## src/rtl/pool_sequencer.sv

```systemverilog
// pool_sequencer: window-ordered feature reads, credit-gated
// skid FIFO, engine stream and pooled-result writeback.
module pool_sequencer #(
  parameter int IN_W     = 64,
  parameter int IN_H     = 64,
  parameter int CHANNELS = 30,
  parameter int STRIDE   = 2,
  parameter int MEM_LAT  = 1,
  parameter int DATA_W   = 16
) (
  input  logic clk,
  input  logic reset,
  input  logic start,
  output logic busy,
  output logic done,
  output logic mem_rd_en,
  output logic [$clog2(IN_W*IN_H*CHANNELS)-1:0] mem_rd_addr,
  input  logic [DATA_W-1:0] mem_rd_data,
  output logic [DATA_W-1:0] win_data,
  output logic win_valid,
  output logic win_last,
  input  logic eng_ready,
  input  logic [DATA_W-1:0] res_data,
  input  logic res_valid,
  output logic wr_en,
  output logic [$clog2((IN_W/STRIDE)*(IN_H/STRIDE)*CHANNELS)-1:0] wr_addr,
  output logic [DATA_W-1:0] wr_data
);
  localparam int OW    = IN_W / STRIDE;
  localparam int OH    = IN_H / STRIDE;
  localparam int NRD   = IN_W * IN_H * CHANNELS;
  localparam int NWR   = OW * OH * CHANNELS;
  localparam int RA_W  = $clog2(NRD);
  localparam int WA_W  = $clog2(NWR);
  localparam int RCW   = WA_W + 1;
  localparam int DEPTH = MEM_LAT + 2;
  localparam int PW    = $clog2(DEPTH);
  localparam int CW    = $clog2(DEPTH + 1);
  localparam int KW    = $clog2(STRIDE) + 1;
  localparam int XW    = $clog2(OW) + 1;
  localparam int YW    = $clog2(OH) + 1;
  localparam int HW    = $clog2(CHANNELS) + 1;

  typedef enum logic [1:0] {IDLE, RUN, DRAIN, DONE} state_t;

  state_t state_q, state_d;
  logic [KW-1:0] kx_q, kx_d, ky_q, ky_d;
  logic [XW-1:0] ox_q, ox_d;
  logic [YW-1:0] oy_q, oy_d;
  logic [HW-1:0] ch_q, ch_d;
  logic [RA_W-1:0] row_q, row_d, win_q, win_d;
  logic [RA_W-1:0] col_q, col_d;
  logic [MEM_LAT-1:0] vld_q, vld_d, tag_q, tag_d;
  logic [DATA_W-1:0] fd_q [DEPTH];
  logic [DATA_W-1:0] fd_d [DEPTH];
  logic [DEPTH-1:0] fl_q, fl_d;
  logic [PW-1:0] rp_q, rp_d, wp_q, wp_d;
  logic [CW-1:0] cnt_q, cnt_d;
  logic [RCW-1:0] rc_q, rc_d;
  logic [WA_W-1:0] wa_q, wa_d;
  logic [DATA_W-1:0] wd_q, wd_d;
  logic wr_en_q, wr_en_d, wl_q, wl_d;
  logic pop, push, k_last, rd_last, credit_ok, res_acc;
  int inflight;

  assign win_valid = (cnt_q != '0);
  assign pop       = win_valid & eng_ready;
  assign push      = vld_q[MEM_LAT-1];
  assign win_data  = fd_q[rp_q];
  assign win_last  = fl_q[rp_q];
  assign busy      = (state_q == RUN) || (state_q == DRAIN);
  assign done      = (state_q == DONE);
  assign wr_en     = wr_en_q;
  assign wr_addr   = wa_q;
  assign wr_data   = wd_q;
  assign mem_rd_addr = row_q + col_q + RA_W'(kx_q);
  assign k_last = (kx_q == KW'(STRIDE-1)) && (ky_q == KW'(STRIDE-1));
  assign rd_last = k_last && (ox_q == XW'(OW-1)) &&
                   (oy_q == YW'(OH-1)) && (ch_q == HW'(CHANNELS-1));

  // Issue credit: reads in flight plus FIFO occupancy, net of pop.
  always_comb begin
    inflight = 0;
    for (int i = 0; i < MEM_LAT; i++) inflight += int'(vld_q[i]);
    credit_ok = (inflight + int'(cnt_q) - int'(pop)) < DEPTH;
    mem_rd_en = (state_q == RUN) && credit_ok;
  end

  // Window-order address walk using incremental bases.
  always_comb begin
    kx_d = kx_q; ky_d = ky_q; ox_d = ox_q;
    oy_d = oy_q; ch_d = ch_q;
    row_d = row_q; win_d = win_q; col_d = col_q;
    if (state_q == IDLE) begin
      kx_d = '0; ky_d = '0; ox_d = '0; oy_d = '0; ch_d = '0;
      row_d = '0; win_d = '0; col_d = '0;
    end else if (mem_rd_en) begin
      if (kx_q != KW'(STRIDE-1)) begin
        kx_d = kx_q + 1'b1;
      end else begin
        kx_d = '0;
        if (ky_q != KW'(STRIDE-1)) begin
          ky_d = ky_q + 1'b1;
          row_d = row_q + RA_W'(IN_W);
        end else begin
          ky_d = '0;
          row_d = win_q;
          if (ox_q != XW'(OW-1)) begin
            ox_d = ox_q + 1'b1;
            col_d = col_q + RA_W'(STRIDE);
          end else begin
            ox_d = '0;
            col_d = '0;
            win_d = win_q + RA_W'(STRIDE*IN_W);
            row_d = win_q + RA_W'(STRIDE*IN_W);
            if (oy_q != YW'(OH-1)) begin
              oy_d = oy_q + 1'b1;
            end else begin
              oy_d = '0;
              ch_d = ch_q + 1'b1;
            end
          end
        end
      end
    end
  end

  // Latency shift register and skid FIFO.
  always_comb begin
    vld_d = MEM_LAT'({vld_q, mem_rd_en});
    tag_d = MEM_LAT'({tag_q, mem_rd_en & k_last});
    fd_d = fd_q;
    fl_d = fl_q;
    wp_d = wp_q;
    rp_d = rp_q;
    if (push) begin
      fd_d[wp_q] = mem_rd_data;
      fl_d[wp_q] = tag_q[MEM_LAT-1];
      wp_d = (wp_q == PW'(DEPTH-1)) ? '0 : wp_q + 1'b1;
    end
    if (pop) rp_d = (rp_q == PW'(DEPTH-1)) ? '0 : rp_q + 1'b1;
    cnt_d = cnt_q + CW'(push) - CW'(pop);
  end

  // Result capture and sequential pooled-write address.
  always_comb begin
    res_acc = res_valid && busy && (rc_q < RCW'(NWR));
    wr_en_d = res_acc;
    wd_d = wd_q;
    wa_d = wa_q;
    rc_d = rc_q;
    wl_d = 1'b0;
    if (res_acc) begin
      wd_d = res_data;
      wa_d = rc_q[WA_W-1:0];
      rc_d = rc_q + 1'b1;
      wl_d = (rc_q == RCW'(NWR-1));
    end
    if (state_q == IDLE) rc_d = '0;
  end

  // Pass control state machine.
  always_comb begin
    state_d = state_q;
    case (state_q)
      IDLE:  if (start) state_d = RUN;
      RUN:   if (mem_rd_en && rd_last) state_d = DRAIN;
      DRAIN: if (wr_en_q && wl_q) state_d = DONE;
      DONE:  state_d = IDLE;
      default: state_d = IDLE;
    endcase
  end

  // State registers.
  always_ff @(posedge clk or posedge reset) begin
    if (reset) begin
      state_q <= IDLE;
      kx_q <= '0; ky_q <= '0; ox_q <= '0; oy_q <= '0; ch_q <= '0;
      row_q <= '0; win_q <= '0; col_q <= '0;
      vld_q <= '0; tag_q <= '0;
      for (int i = 0; i < DEPTH; i++) fd_q[i] <= '0;
      fl_q <= '0; rp_q <= '0; wp_q <= '0; cnt_q <= '0;
      rc_q <= '0; wa_q <= '0; wd_q <= '0;
      wr_en_q <= 1'b0; wl_q <= 1'b0;
    end else begin
      state_q <= state_d;
      kx_q <= kx_d; ky_q <= ky_d; ox_q <= ox_d;
      oy_q <= oy_d; ch_q <= ch_d;
      row_q <= row_d; win_q <= win_d; col_q <= col_d;
      vld_q <= vld_d; tag_q <= tag_d;
      fd_q <= fd_d;
      fl_q <= fl_d; rp_q <= rp_d; wp_q <= wp_d; cnt_q <= cnt_d;
      rc_q <= rc_d; wa_q <= wa_d; wd_q <= wd_d;
      wr_en_q <= wr_en_d; wl_q <= wl_d;
    end
  end
endmodule

```

## config.mk

```make
export PLATFORM = sky130hd
export DESIGN_NAME = pool_sequencer
export DESIGN_NICKNAME = d
export VERILOG_FILES = /design/src/rtl/pool_sequencer.sv
export SDC_FILE = /design/constraint.sdc
export NUM_CORES = 1
export LEC_CHECK = 0
export ABC_AREA = 1
export CAP_MARGIN = 40
export CORE_AREA = 4 4 155 157
export CTS_CLUSTER_DIAMETER = 40
export CTS_CLUSTER_SIZE = 25
export DETAILED_ROUTE_END_ITERATION = 16
export DIE_AREA = 0 0 159 161
export GPL_TIMING_DRIVEN = 0
export PLACE_DENSITY = 0.67
export SYNTH_ARGS = -nofsm -noshare
export SYNTH_HDL_FRONTEND = slang
export SYNTH_SLANG_ARGS = --single-unit
```

## constraint.sdc

```tcl
create_clock -name clk -period 9 [get_ports clk]
set_clock_uncertainty 0.1 [all_clocks]
set_input_delay 1.8 -clock clk [delete_from_list [all_inputs] [get_ports clk]]
set_output_delay 1.8 -clock clk [all_outputs]
set_load 0.01 [all_outputs]
```

==> results.md <==
Placed design:
- Routability-driven placement finished with a final weighted congestion of 0.8832.
- Detailed placement finished with a half-perimeter wire length of about 18 mm.
- During placement, the flow inserted port buffers numbering 106.
- After detailed placement, the design holds a cell count of roughly 1.7k.
- Summing all placed instances gives a cell area of 11050 um^2.

Global route:
- The number of antenna violations at the first check in global routing is 0.
- The total overflow left after global routing is 0.
- The number of global-route vias before repair came to between 8k and 9k.
- The global-route usage over all layers is 19.33%.
- The largest net degree at the start of global routing is 99.
- The global-route wire length before repair is about 41 mm.

Timing:
- The actual slew at the worst max-slew pin is 0.7050 ns.
- Setup repair after global routing left no endpoint under its margin.
- The final critical path takes up 72.43% of the cycle.
- The number of hold-slack violations in the final timing report was 0.
- For this run, the top clock speed supported by timing is 0.1534 GHz.
- The relative slew slack is between 50% and 60%.
- Hold timing on the final database bottoms out at a slack of ~0.38 ns.
- The total negative slack for setup checks is 0 ns.
- The total count of max-transition violations in the final report is 0.
- The count of final setup violators is 0.
- The worst path needs 6.519 ns of the cycle, external delays included.

Logic synthesis:
- Counting distinct cell types in the post-synthesis netlist gives 37.
- The prevailing post-synth register cell is sky130_fd_sc_hd__dfrtp_1.
- In the post-synthesis netlist, the biggest area contributors are sky130_fd_sc_hd__dfrtp_1, sky130_fd_sc_hd__nand2_1, sky130_fd_sc_hd__nand3_1, sky130_fd_sc_hd__ha_1, sky130_fd_sc_hd__o21ai_0.
- The synthesized instance count is about 1.3k.
- Summed over its instances, the top area cell type makes up ~44% of the synthesized netlist area.
- For this run, asynchronously set or reset flops after synthesis account for 100.0%.
- The Yosys warning count is 0.
- Counting flops and latches in the post-synthesis netlist gives 170.
- The synthesized design contains 0 enable-type register cells.
- The post-synthesis cell type with the largest combined area is sky130_fd_sc_hd__dfrtp_1.
- The number of nets in the synthesized netlist is 1347.
- Counting instances in the post-synthesis netlist gives the leading cell types as sky130_fd_sc_hd__nand2_1, sky130_fd_sc_hd__dfrtp_1, sky130_fd_sc_hd__nand3_1.
- A synthesized cell averages 7.600 um^2.
- The portion of synthesized area spent on multiplexers is 0%.
- Summing the areas of all xor and xnor instances in the mapped netlist gives 2.646% of the synthesized area.
- The sequential fraction of the synthesis area is between 40% and 50%.
- The most used standard cell by instance count after synthesis is sky130_fd_sc_hd__nand2_1.
- The largest family of logic cells by synthesized area is simple AND/OR/NAND/NOR gates.
- After Yosys synthesis, full adders, half adders and majority gates account for 6.361% of the synthesized area.
- The complex-gate fraction of the synthesized area is roughly a tenth.
- The simple-gate area share of the yosys netlist is between 30 and 40%.
- The synthesized netlist occupies a cell area of ~9600 um^2.

Clock network:
- The clock latency on the worst-skew pair is 0.44 ns.
- The clock transition at the registers of the reported paths is roughly 0.070 ns.
- The number of buffers added for setup after CTS is 0.
- The maximum clock insertion buffer count is 2.
- The number of buffers added to fix hold violations after cts is 0.
- The H-tree depth reported by CTS is 4.
- The TritonCTS clock tree is built.
- The buffer type at the clock tree root is sky130_fd_sc_hd__clkbuf_16.
- The total CTS buffers is 17.
- The total number of clock tree sinks is 170.
- Post-CTS repair changed the size of 0 cells.

Job:
- The number of max-cap violations is 0.

Layout:
- The fraction of layout cells with a size suffix above 1 is under 10%.
- The net count reported at finish is 1473.
- The final instance count without filler cells is between 1.5k and 2k.
- Once layout is done, the placed cells without fillers occupy 11630 um^2.
- The number of antenna diodes in the final layout is 0.
- The final-layout fill cell count is approximately 2.1k.
- The layout-stage area growth over the synthesis result is 21.14%.

Min path:
- The startpoint identified for the worst hold timing path is wr_data[15].
- The worst hold path belongs to the class flip-flop to flip-flop.
- For hold timing, the worst endpoint is wr_data[15].
- Counting instances, the worst hold path has a depth of 2.

Power:
- The largest vdd supply drop is 0.1259 mV.
- Net switching is 40.32% of the power.
- The sequential share of power is 35.3%.
- For this design the total switching power over the nets is 1.235 mW.
- The combinational group share of total power is 41.1%.
- Summed over all cells, the static leakage comes to 5.606 nW.
- The total power divided by cell area is 263.4 nW/um^2.
- The internal power of the cells totals 1.828 mW.
- The clock network burns 23.5% of the power.

Floorplan:
- The area of the die is 25600 um^2.
- In this run the standard cell core region covers 22500 um^2.
- The floorplan die height is approximately 160 um.
- The x dimension of the die is 159 um.
- After floorplanning, the core was divided into 55 placement rows.
- Pin placement for this block handled between 100 and 150 I/O pins.
- The initial core utilization is roughly 43%.

Critical path:
- The maximum fanout along the worst path is 6.
- The worst setup path is launched from an input port.
- Walking the worst path, the cells encountered are clkdlybuf4s50_1, inv_1, nor2_4, xor2_1, ha_1, inv_1, fa_1, inv_1, nand2_1, nand2_1, nand2_2, nand2_1, inv_1, clkdlybuf4s50_1.
- The worst register-to-register path begins at cnt_q[1].
- The endpoint identified for the worst register-to-register timing path is win_q[16].
- The worst endpoint data arrival time is around 4.6 ns.
- The minimum setup slack among reg-to-reg paths is about 6.1 ns.
- The number of cells on the worst reg-to-reg path is 14.
- The cell with the biggest individual delay on the critical path is sky130_fd_sc_hd__clkdlybuf4s50_1.
- The critical path's most frequent cell is sky130_fd_sc_hd__inv_1.
- The endpoint required time on the critical path is 7.10 ns.
- The delay contributed by the slowest stage of the critical path is 0.55 ns.
- By startpoint and endpoint, the worst setup path is classified as input port to output port.
- Counting both buffers and inverters, the worst setup path holds a total of 6.
- The category of the worst setup path capture point is an output port.
- Among cell families on the critical path, the largest total delay comes from buffers and inverters.

Route:
- The count of unresolved DRC violations after routing is 0.
- The detail route stage leaves a number of antenna-violating nets equal to 0.
- Across all layers, the routed design uses about 8.7k vias.
- The per-cell via count in the routed design is 5.149.
- The iteration count of the initial detailed-routing pass is 5.
- The first routing iteration left between 700 and 800 violations.
- The average wire per standard cell is 14.51 um.
- Wires add up to 24.48 mm.

Status:
- The flow ran to the end, and the final reports show no timing, DRC or antenna violations.
-- power by group through the flow --
stage / sequential, mW / combinational [mW] / clock (mW)
final: 1.08 / 1.26 / 0.721
after global routing: 1.11 / 1.41 / 0.766
after CTS: 1.08 / 1.27 / 0.733
after detailed placement: 1.09 / 1.26 / 0
after global placement: 1.09 / 1.24 / 0
after floorplan: 1.09 / 0.721 / 0
-- registers in the layout, summed over array words and instances (netlist names), 3 cells and up --
signal   flops
fl_q         3
win_q       10
col_q       16
row_q       12
rc_q        16
fd_q        48
ch_q         6
wr_addr     15
oy_q         6
wr_data     16
ox_q         6
-- how the worst max path moves through the flow --
stage	cells after the start	end	slack [ns]	startpoint
global route	14	mem_rd_en	2.27	eng_ready
global placement	2	col_q[5]	0.05	reset
floorplan	1	ch_q[0]	2.50	reset
CTS	14	mem_rd_en	2.49	eng_ready
detailed placement	14	mem_rd_en	2.51	eng_ready
finish	14	mem_rd_en	2.48	eng_ready
-- tightest hold or removal path, cell delays in order, from the launching register on --
cell,delay [ns]
sky130_fd_sc_hd__dfrtp_1,0.34
sky130_fd_sc_hd__nand2_1,0.05
sky130_fd_sc_hd__nand2_1,0.06
-- per-layer routing --
layer  global-route usage, %  wire length, um  part of all wire (%)
met1                   26.95            11580                    47
met2                   31.73            11600                    47
met3                   3.241             1073                   4.4
met4                   4.734              227                  0.93
met5                       0                0                     0
-- cell type report --
cell class,instances,area [um^2],share of cell area (%)
clock inverters,14,147.6,1.270
multi-input cells,930,4686,40.29
inverters,121,461.7,3.970
well taps,285,356.6,3.066
plain buffers,42,205.2,1.765
clock buffers,18,429.2,3.691
repair buffers,107,1089,9.361
flip-flops and latches,170,4254,36.58
-- stage by stage --
step	power, mW	setup WS [ns]	utilization, %
floorplan	1.808	2.497	-
global placement	2.332	0.05014	48.96
detailed placement	2.354	2.506	49.11
CTS	3.082	2.492	51.68
global route	3.285	2.275	51.68
finish	3.063	2.481	51.68
-- layout by cell type, fill, tap and decap left out, drive strengths merged --
cell | netlist | routed
nand2 | 409 | 409
dfrtp | 170 | 170
nand3 | 131 | 131
inv | 121 | 128
o21ai | 128 | 128
clkdlybuf4s50 | 0 | 106
nor2 | 84 | 84
ha | 44 | 44
clkbuf | 23 | 41
nand4 | 31 | 31
a21oi | 27 | 27
nor3 | 21 | 21
buf | 19 | 20
xor2 | 19 | 19
xnor2 | 10 | 10
o21bai | 6 | 6
clkinv | 0 | 5
or2 | 4 | 4
nand3b | 3 | 3
fa | 3 | 3
nor3b | 2 | 2
and2 | 2 | 2
a21o | 2 | 2
clkinvlp | 0 | 2
a21boi | 2 | 2
o22ai | 1 | 1
nor4 | 1 | 1
-- cell families (layout without fill, tap and decap cells) --
group	after synthesis	count (layout)
AND/OR/NAND/NOR	688	688
flip-flops	170	170
AO/OA/AOI/OAI	166	166
buffers and inverters	163	302
adder cells (fa/ha/maj)	47	47
XOR/XNOR	29	29
Power figures use the tool's default switching activity.
